`config.mk`:
```
export PLATFORM = sky130hd
export DESIGN_NAME = led_sequencer
export DESIGN_NICKNAME = d
export VERILOG_FILES = /design/src/rtl/led_seq_pkg.sv /design/src/rtl/led_seq_prescaler.sv /design/src/rtl/led_sequencer.sv
export SDC_FILE = /design/constraint.sdc
export NUM_CORES = 1
export LEC_CHECK = 0
export CORE_MARGIN = 1
export CORE_UTILIZATION = 30
export CTS_CLUSTER_DIAMETER = 40
export CTS_CLUSTER_SIZE = 12
export DETAILED_ROUTE_END_ITERATION = 10
export GPL_TIMING_DRIVEN = 0
export REMOVE_ABC_BUFFERS = 1
export SKIP_LAST_GASP = 1
export SLEW_MARGIN = 20
export SYNTH_ARGS = -nofsm -noshare
export SYNTH_HDL_FRONTEND = slang
export SYNTH_SLANG_ARGS = --single-unit
```
`constraint.sdc`:
```
create_clock -name CLK -period 4.45 [get_ports CLK]
set_input_delay 0.445 -clock CLK [delete_from_list [all_inputs] [get_ports CLK]]
set_output_delay 0.445 -clock CLK [all_outputs]
set_load 0.05 [all_outputs]
```
`src/rtl/led_seq_pkg.sv`:
```
// rtl/led_seq_pkg.sv - mode encodings and per-mode initial LED pattern for led_sequencer
package led_seq_pkg;

    typedef enum logic [1:0] {
        MODE_BOUNCE = 2'd0,
        MODE_ROTATE = 2'd1,
        MODE_BINARY = 2'd2,
        MODE_BLINK  = 2'd3
    } led_mode_e;

    localparam int MAX_LED = 16;

    // Callers truncate to their own LED width; all-ones stays all-ones.
    function automatic logic [MAX_LED-1:0] led_init_pattern(input led_mode_e mode);
        case (mode)
            MODE_BOUNCE, MODE_ROTATE: return 16'h0001;
            MODE_BINARY:              return 16'h0000;
            default:                  return 16'hFFFF;
        endcase
    endfunction

endpackage

```
`src/rtl/led_seq_prescaler.sv`:
```
// rtl/led_seq_prescaler.sv - free-running step prescaler with SPEED-selected tick and pause hold
module led_seq_prescaler #(
    parameter int DIV_W = 23
) (
    input  logic       CLK,
    input  logic       RST,
    input  logic [1:0] SPEED,
    input  logic       PAUSE,
    input  logic       clear,
    output logic       tick
);

    logic [DIV_W-1:0] r_cnt;
    logic [DIV_W-1:0] w_mask;

    // Period 2^(DIV_W-SPEED), never shorter than 2 cycles.
    always_comb begin
        w_mask = {DIV_W{1'b1}};
        if ({4'b0000, SPEED} >= 6'(DIV_W - 1))
            w_mask = {DIV_W{1'b1}} >> (DIV_W - 1);
        else
            w_mask = {DIV_W{1'b1}} >> SPEED;
    end

    assign tick = !PAUSE && ((r_cnt & w_mask) == w_mask);

    always_ff @(posedge CLK or posedge RST) begin
        if (RST)
            r_cnt <= '0;
        else if (clear)
            r_cnt <= '0;
        else if (!PAUSE)
            r_cnt <= r_cnt + DIV_W'(1);
    end

endmodule

```
`src/rtl/led_sequencer.sv`:
```
// rtl/led_sequencer.sv - LED pattern sequencer (bounce/rotate/binary/blink); LED_SEQ_PWM_EN adds brightness PWM
module led_sequencer
    import led_seq_pkg::*;
#(
    parameter int N_LED = 4,
    parameter int DIV_W = 23,
    parameter int PWM_W = 4
) (
    input  logic             CLK,
    input  logic             RST,
    input  logic [1:0]       MODE,
    input  logic [1:0]       SPEED,
    input  logic             PAUSE,
`ifdef LED_SEQ_PWM_EN
    input  logic [PWM_W-1:0] BRIGHT,
`endif
    output logic [N_LED-1:0] LED,
    output logic             TICK
);

    localparam int POS_W = (N_LED > 1) ? $clog2(N_LED) : 1;
    localparam logic [POS_W-1:0] LAST = POS_W'(N_LED - 1);
    localparam bit PARAMS_OK = (N_LED >= 1) && (N_LED <= MAX_LED) &&
                               (DIV_W >= 2) && (DIV_W <= 32) && (PWM_W >= 1);

    generate
        if (!PARAMS_OK) begin : g_bad_params
        end
    endgenerate

    logic [1:0]       r_mode;
    logic             r_first;
    logic [POS_W-1:0] r_pos;
    logic             r_dir_up;
    logic [N_LED-1:0] r_ctr;
    logic [N_LED-1:0] r_pat;
    logic             r_tick;

    logic             w_tick;
    logic             w_restart;
    logic             w_step;
    logic [POS_W-1:0] w_pos_n;
    logic             w_dir_n;
    logic [N_LED-1:0] w_ctr_n;
    logic [N_LED-1:0] w_pat_n;
    logic [N_LED-1:0] w_pat_d;
    logic [N_LED-1:0] w_init;

    // The first active edge after reset is treated like a mode change.
    assign w_restart = !PAUSE && (r_first || (MODE != r_mode));
    assign w_step    = w_tick && !w_restart;
    assign w_init    = N_LED'(led_init_pattern(led_mode_e'(MODE)));

    led_seq_prescaler #(.DIV_W(DIV_W)) u_prescaler (
        .CLK   (CLK),
        .RST   (RST),
        .SPEED (SPEED),
        .PAUSE (PAUSE),
        .clear (w_restart),
        .tick  (w_tick)
    );

    always_comb begin
        w_pos_n = r_pos;
        w_dir_n = r_dir_up;
        w_ctr_n = r_ctr;
        w_pat_n = r_pat;
        case (led_mode_e'(r_mode))
            MODE_BOUNCE: begin
                if (r_dir_up) begin
                    if (r_pos >= LAST) begin
                        w_dir_n = 1'b0;
                        w_pos_n = (N_LED == 1) ? '0 : r_pos - POS_W'(1);
                    end else begin
                        w_pos_n = r_pos + POS_W'(1);
                    end
                end else begin
                    if (r_pos == '0) begin
                        w_dir_n = 1'b1;
                        w_pos_n = (N_LED == 1) ? '0 : POS_W'(1);
                    end else begin
                        w_pos_n = r_pos - POS_W'(1);
                    end
                end
                w_pat_n = N_LED'(1) << w_pos_n;
            end
            MODE_ROTATE: begin
                w_pos_n = (r_pos >= LAST) ? '0 : r_pos + POS_W'(1);
                w_pat_n = N_LED'(1) << w_pos_n;
            end
            MODE_BINARY: begin
                w_ctr_n = r_ctr + N_LED'(1);
                w_pat_n = w_ctr_n;
            end
            default: begin
                w_pat_n = ~r_pat;
            end
        endcase
    end

    always_comb begin
        w_pat_d = r_pat;
        if (w_restart)
            w_pat_d = w_init;
        else if (w_step)
            w_pat_d = w_pat_n;
    end

    always_ff @(posedge CLK or posedge RST) begin
        if (RST) begin
            r_mode   <= 2'd0;
            r_first  <= 1'b1;
            r_pos    <= '0;
            r_dir_up <= 1'b1;
            r_ctr    <= '0;
            r_pat    <= '0;
            r_tick   <= 1'b0;
        end else begin
            r_tick <= w_step;
            r_pat  <= w_pat_d;
            if (!PAUSE) begin
                r_mode  <= MODE;
                r_first <= 1'b0;
            end
            if (w_restart) begin
                r_pos    <= '0;
                r_dir_up <= 1'b1;
                r_ctr    <= '0;
            end else if (w_step) begin
                r_pos    <= w_pos_n;
                r_dir_up <= w_dir_n;
                r_ctr    <= w_ctr_n;
            end
        end
    end

    assign TICK = r_tick;

`ifdef LED_SEQ_PWM_EN
    logic [PWM_W-1:0] r_pwm;
    logic [N_LED-1:0] r_led;

    // PWM keeps running while paused; only the underlying pattern is frozen.
    always_ff @(posedge CLK or posedge RST) begin
        if (RST) begin
            r_pwm <= '0;
            r_led <= '0;
        end else begin
            r_pwm <= r_pwm + PWM_W'(1);
            r_led <= w_pat_d & {N_LED{r_pwm < BRIGHT}};
        end
    end

    assign LED = r_led;
`else
    assign LED = r_pat;
`endif

endmodule
```
Yosys cells after proc, flatten, opt, wreduce, memory -nomap -nowiden:

Index checks and enable logic that the tools add are counted.

* bits of input ports: 7
* bits in registers: 38
* output and inout bits: 5

* $lt $le $gt $ge: 1
* mux-type cells: 23
* bitwise operators: 2
* $add $sub $neg: 4
* reduce and logical (&&, ||, !) cells: 17
* eq/ne operators: 7
* shift-type cells: 3

Operators with widths (count)
* two-way mux 23 bit: 2
* adder 23 x 1 -> 23 bit (second input constant): 1
* AND 23 bit: 1
* == test 23 bit: 1
* >> shifter 23 x 2 -> 23 bit (first input constant): 1
* two-way mux 4 bit: 5
* two-way mux 2 bit: 7
* case mux 4 bit (3 select lines): 1
* case mux 4 bit (2 select lines): 1
* left shift 1 x 2 -> 4 bit (first input constant): 2
* logical NOT 2 bit: 3
* two-way mux 1 bit: 6
* AND reduction 2 bit: 3
* nonzero test 2 bit: 3
* adder 4 x 1 -> 4 bit (second input constant): 1
* == test 2 x 1 -> 1 bit (second input constant): 2
* == test 2 bit (second input constant): 2
* NOT 4 bit: 1
* case mux 2 bit (2 select lines): 1
* logical AND 1 bit: 3
* nonzero test 3 bit: 1
* adder 2 x 1 -> 2 bit (second input constant): 1
* >= comparator 2 bit (second input constant): 1
* logical NOT 1 bit: 2
* 5 further kinds: 5

Longest topological paths before layout:

* word-level depth: 8
* gate-level depth with buffers: 7
* gate-level depth less buffers: 7

By module:

From an unflattened synthesis, not the netlist that was laid out.

* cell total of the unflattened synthesis: 236
* area total of the unflattened synthesis: 2199.6 sq um

Modules (own cells, without submodules)
* led_seq_prescaler: cells an instance 132, times used 1, area an instance 1209.9 sq um, sequential area each 575.6 sq um
* led_sequencer: cells an instance 104, times used 1, area an instance 989.7 sq um, sequential area each 377.9 sq um

Worst setup path before layout:

No wires, ideal clock.

* path kind: register -> register
* start point: reg u_prescaler.r_cnt[0]
* end point: reg r_ctr[3]
* buffers on the path: 1
* path slack: 2.163 ns
* clock period less this slack: 2.287 ns
* stages on the path, launching flop included: 8
* data arrival time: 2.209 ns
* cells stage by stage: dfrtp_1 ha_1 nand2_1 or4_4 buf_6 or4_4 or3_1 a21oi_1

* cells in the longest elaborated chain, start to end: 6

Ends and longest elaborated chain
* start: declaration: line led_seq_prescaler.sv:13 `logic [DIV_W-1:0] r_cnt;`
* start signal: assignment: line led_seq_prescaler.sv:33 `r_cnt <= r_cnt + DIV_W'(1);`
* AND 23 bit: line led_seq_prescaler.sv:25 `assign tick = !PAUSE && ((r_cnt & w_mask) == w_mask);`
* == test 23 bit: line led_seq_prescaler.sv:25
* logical AND 1 bit: line led_seq_prescaler.sv:25
* logical AND 1 bit: line led_sequencer.sv:51 `assign w_step = w_tick && !w_restart;`
* nonzero test 2 bit (no source line)
* AND reduction 2 bit (no source line)
* end signal: assignment: line led_sequencer.sv:132 `r_ctr <= w_ctr_n;`
* end: declaration: line led_sequencer.sv:35 `logic [N_LED-1:0] r_ctr;`

No other way between the ends.
A chain may end at the register's enable or synchronous reset.

Worst setup path in the final report:

* start point: in PAUSE
* end point: reg r_pat[2], in the netlist LED[2]

* cells in the longest elaborated chain, start to end: 5
* elaborated cells on any way between the ends: 7

Ends and longest elaborated chain
* start: declaration: line led_sequencer.sv:13 `input logic PAUSE,`
* logical NOT 1 bit (*): line led_seq_prescaler.sv:25, led_sequencer.sv:50
* logical AND 1 bit: line led_sequencer.sv:50 `assign w_restart = !PAUSE && (r_first || (MODE != r_mode));`
* logical NOT 1 bit: line led_sequencer.sv:51
* logical AND 1 bit: line led_sequencer.sv:51
* nonzero test 2 bit (no source line)
* end signal: assignment: line led_sequencer.sv:120 `r_pat <= w_pat_d;`
* end: declaration: line led_sequencer.sv:36 `logic [N_LED-1:0] r_pat;`

Mark *: on every way between the ends. The rest lies on a longest branch, timed or not.

==> impl_results.md <==
* CTS root buf: clkbuf_8
* GPL Wtd Cong at 0.767
* Sw Pwr at 0.202 mW
* Top FF cell, synth: dfrtp_1
* CTS Sinks at 38
* Final Cell Area at 2390 µm²
* PortBufs at 11
* Grt ovf at 0
* I/O Pins at 12
* Post-Synthesis Cells at 234
* Row count at 30
* Post-DRT Antenna Nets at 0
* MaxCap Viol Count at 0
* Yosys cell types at 44
* DR vias/cell at 5.06
* Hold WC Path Type: primary input to async pin
* Via count at 1719
* Slew headroom at 0.319
* Largest family of logic cells by synthesized area: simple AND/OR/NAND/NOR gates
* Routed wire length at 4210 µm
* Simple-gate area share of the yosys netlist at 0.261
* Sequential power share at 0.527
* Setup Skew at 6.34 ps
* Worst EP required at 4630 ps
* Clock buffer depth at 2
* Clock share of power at 0.322
* WHS at 419 ps
* Final max-slew violation count at 0
* Min Tclk post-route at 2930 ps
* Full die area at 7370 µm²
* Top-count cell post-synth: dfrtp_1
* Worst-skew pair later-pin latency at 290 ps
* Inserted Diodes at 0
* Initial DRC Count at 89
* Initial core utilization at 0.310
* Die Span X at 85.9 µm
* Sw Ratio at 0.285
* Synth Area in Adders at 0.0297
* Kind of end point of the critical path: register
* Pleak at 0.979 nW
* Post_cts resized at 0
* Commonest cells post-synth: dfrtp_1 (36), nand2_1 (26), nor2_1 (25), nand3_1 (16)
* DP HPWL at 2900 µm
* Endpoints failing setup at 0
* Register area share after synthesis at 0.452
* Compound-Gate Fraction of Synth Area at 0.128
* Dpl cell area at 2310 µm²
* Final hold vios at 0
* Startpoint types: primary input
* Vias in the first global route at 1622
* GRT Util Overall at 0.130
* Mux contribution to synthesized area at 0.0148
* Synth Area per Inst at 9.02 µm²
* Status: finished, final reports clean
* DR WL/cell at 12.4 µm
* Cts bufs inserted at 5
* First-pass GRT wire length at 7440 µm
* Internal at 0.505 mW
* Synth top area share at 0.427
* Setup TNS at 0 ps
* CTS clk-pin slew, worst paths at 70 ps
* Synth-to-Final Area Change at 13.5%
* VDD IR max at 0.000101 V
* Worst r2r src: u_prescaler.r_cnt[0]
* Share of layout cells above drive strength 1 at 0.0574
* Final period util at 0.657
* Asr flop ratio synth at 1.00
* CP Max Fanout at 21
* RSZ-0062 raised after global routing: false
* Synthesized flop and latch total at 38
* XOR/XNOR Fraction of Synth Area at 0.0789
* Cts hold-fix bufs at 0
* Post-synth EDFFs at 0
* Final #Nets at 255
* CTS tree: built
* Ys Warns at 0
* Worst Setup SP: PAUSE
* Slew @ Worst Pin at 1020 ps
* CORE AREA at 6790 µm²
* Worst Path Arrival at 3100 ps
* Antenna violations before repair at 0
* WS Path Type: primary input to register
* Drt drc at 0
* Leading post-synthesis cells by cell area: dfrtp_1 (43%), xor2_1 (5.8%), nand2_1 (4.6%)
* Mapped Area at 2110 µm²
* PwrDens at 295 nW/µm²
* DR pass1 iterations at 4
* Die Y at 85.9 µm
* Htree depth at 2
* Cell taking the most area after synthesis: dfrtp_1
* Largest net degree at the start of global routing at 28
* Setup Buffers After CTS at 0
* Max Fclk at 0.342 GHz
* Logic gate share of total power at 0.151
## routing by layer
layer  track usage  routed length [µm]  vias up
li1              -                   -      847
met1         0.172                2140      848
met2         0.196                1880       18
met3        0.0462                 123        6
met4        0.0455                  58        0
met5             0                   0        -
## worst paths after layout
kind	end	slack [ps]	depth (start not counted)
setup / recovery	LED[2]	1520	5
hold / removal	u_prescaler.r_cnt[7]	420	2
setup reg to reg	LED[2]	1960	6
hold reg to reg	u_prescaler.r_cnt[9]	490	1
max in group asynchronous	r_dir_up	3540	3
min in group CLK	u_prescaler.r_cnt[9]	490	1
## registers in the layout, summed over array words and instances, names as in the netlist
name               count
r_first                1
u_prescaler.r_cnt     23
r_pos                  2
r_mode                 2
TICK                   1
r_ctr                  4
LED                    4
r_dir_up               1
## power groups by stage
stage | registers [mW] | logic [mW] | clock network, mW
after floorplan | 0.400 | 0.0445 | 0
after CTS | 0.372 | 0.109 | 0.236
final | 0.372 | 0.107 | 0.228
after detailed placement | 0.379 | 0.108 | 0
after global routing | 0.374 | 0.116 | 0.256
after global placement | 0.379 | 0.106 | 0
## cell type report
class	count	area, µm²
fillers	721	4400
multi-input cells	178	1080
clock buffers	8	80.1
inverters	8	30.0
flip-flops and latches	38	953
repair buffers	12	130
well taps	96	120
## cell usage in the layout (no fill, tap or decap), types with 7 or more instances in the layout
cell / Yosys / routed
inv_1: 8 / 7
o21ai_0: 14 / 14
nand2_1: 26 / 26
nor2_1: 25 / 25
nand3_1: 16 / 16
a21oi_1: 8 / 8
dfrtp_1: 36 / 36
clkdlybuf4s50_1: 0 / 11
xor2_1: 14 / 14
nor3_1: 10 / 10
## kinds of logic (layout without fill, tap and decap cells)
kind of cell               Yosys count  after routing
xor gates and xnor gates            19             19
and+or+nand+nor                    109            109
muxes                                3              3
DFF                                 38             38
adders and majority gates            5              5
AOI/OAI and AO/OA                   42             42
buffers and inverters               18             28
## critical path, stage by stage
cell and delay, ps:
clkdlybuf4s50_1 770, or4_4 750, nor3_1 700, o2111ai_1 200
and3_1 230
## stage by stage
step	std cells	total power, mW	setup slack, ps	util
floorplan	224	0.445	2220	-
CTS	340	0.717	1500	0.352
global route	340	0.747	1410	0.352
finish	340	0.706	1520	0.352
detailed placement	332	0.487	1190	0.341
global placement	331	0.484	1210	0.338
(Power assumes the default switching activity.)
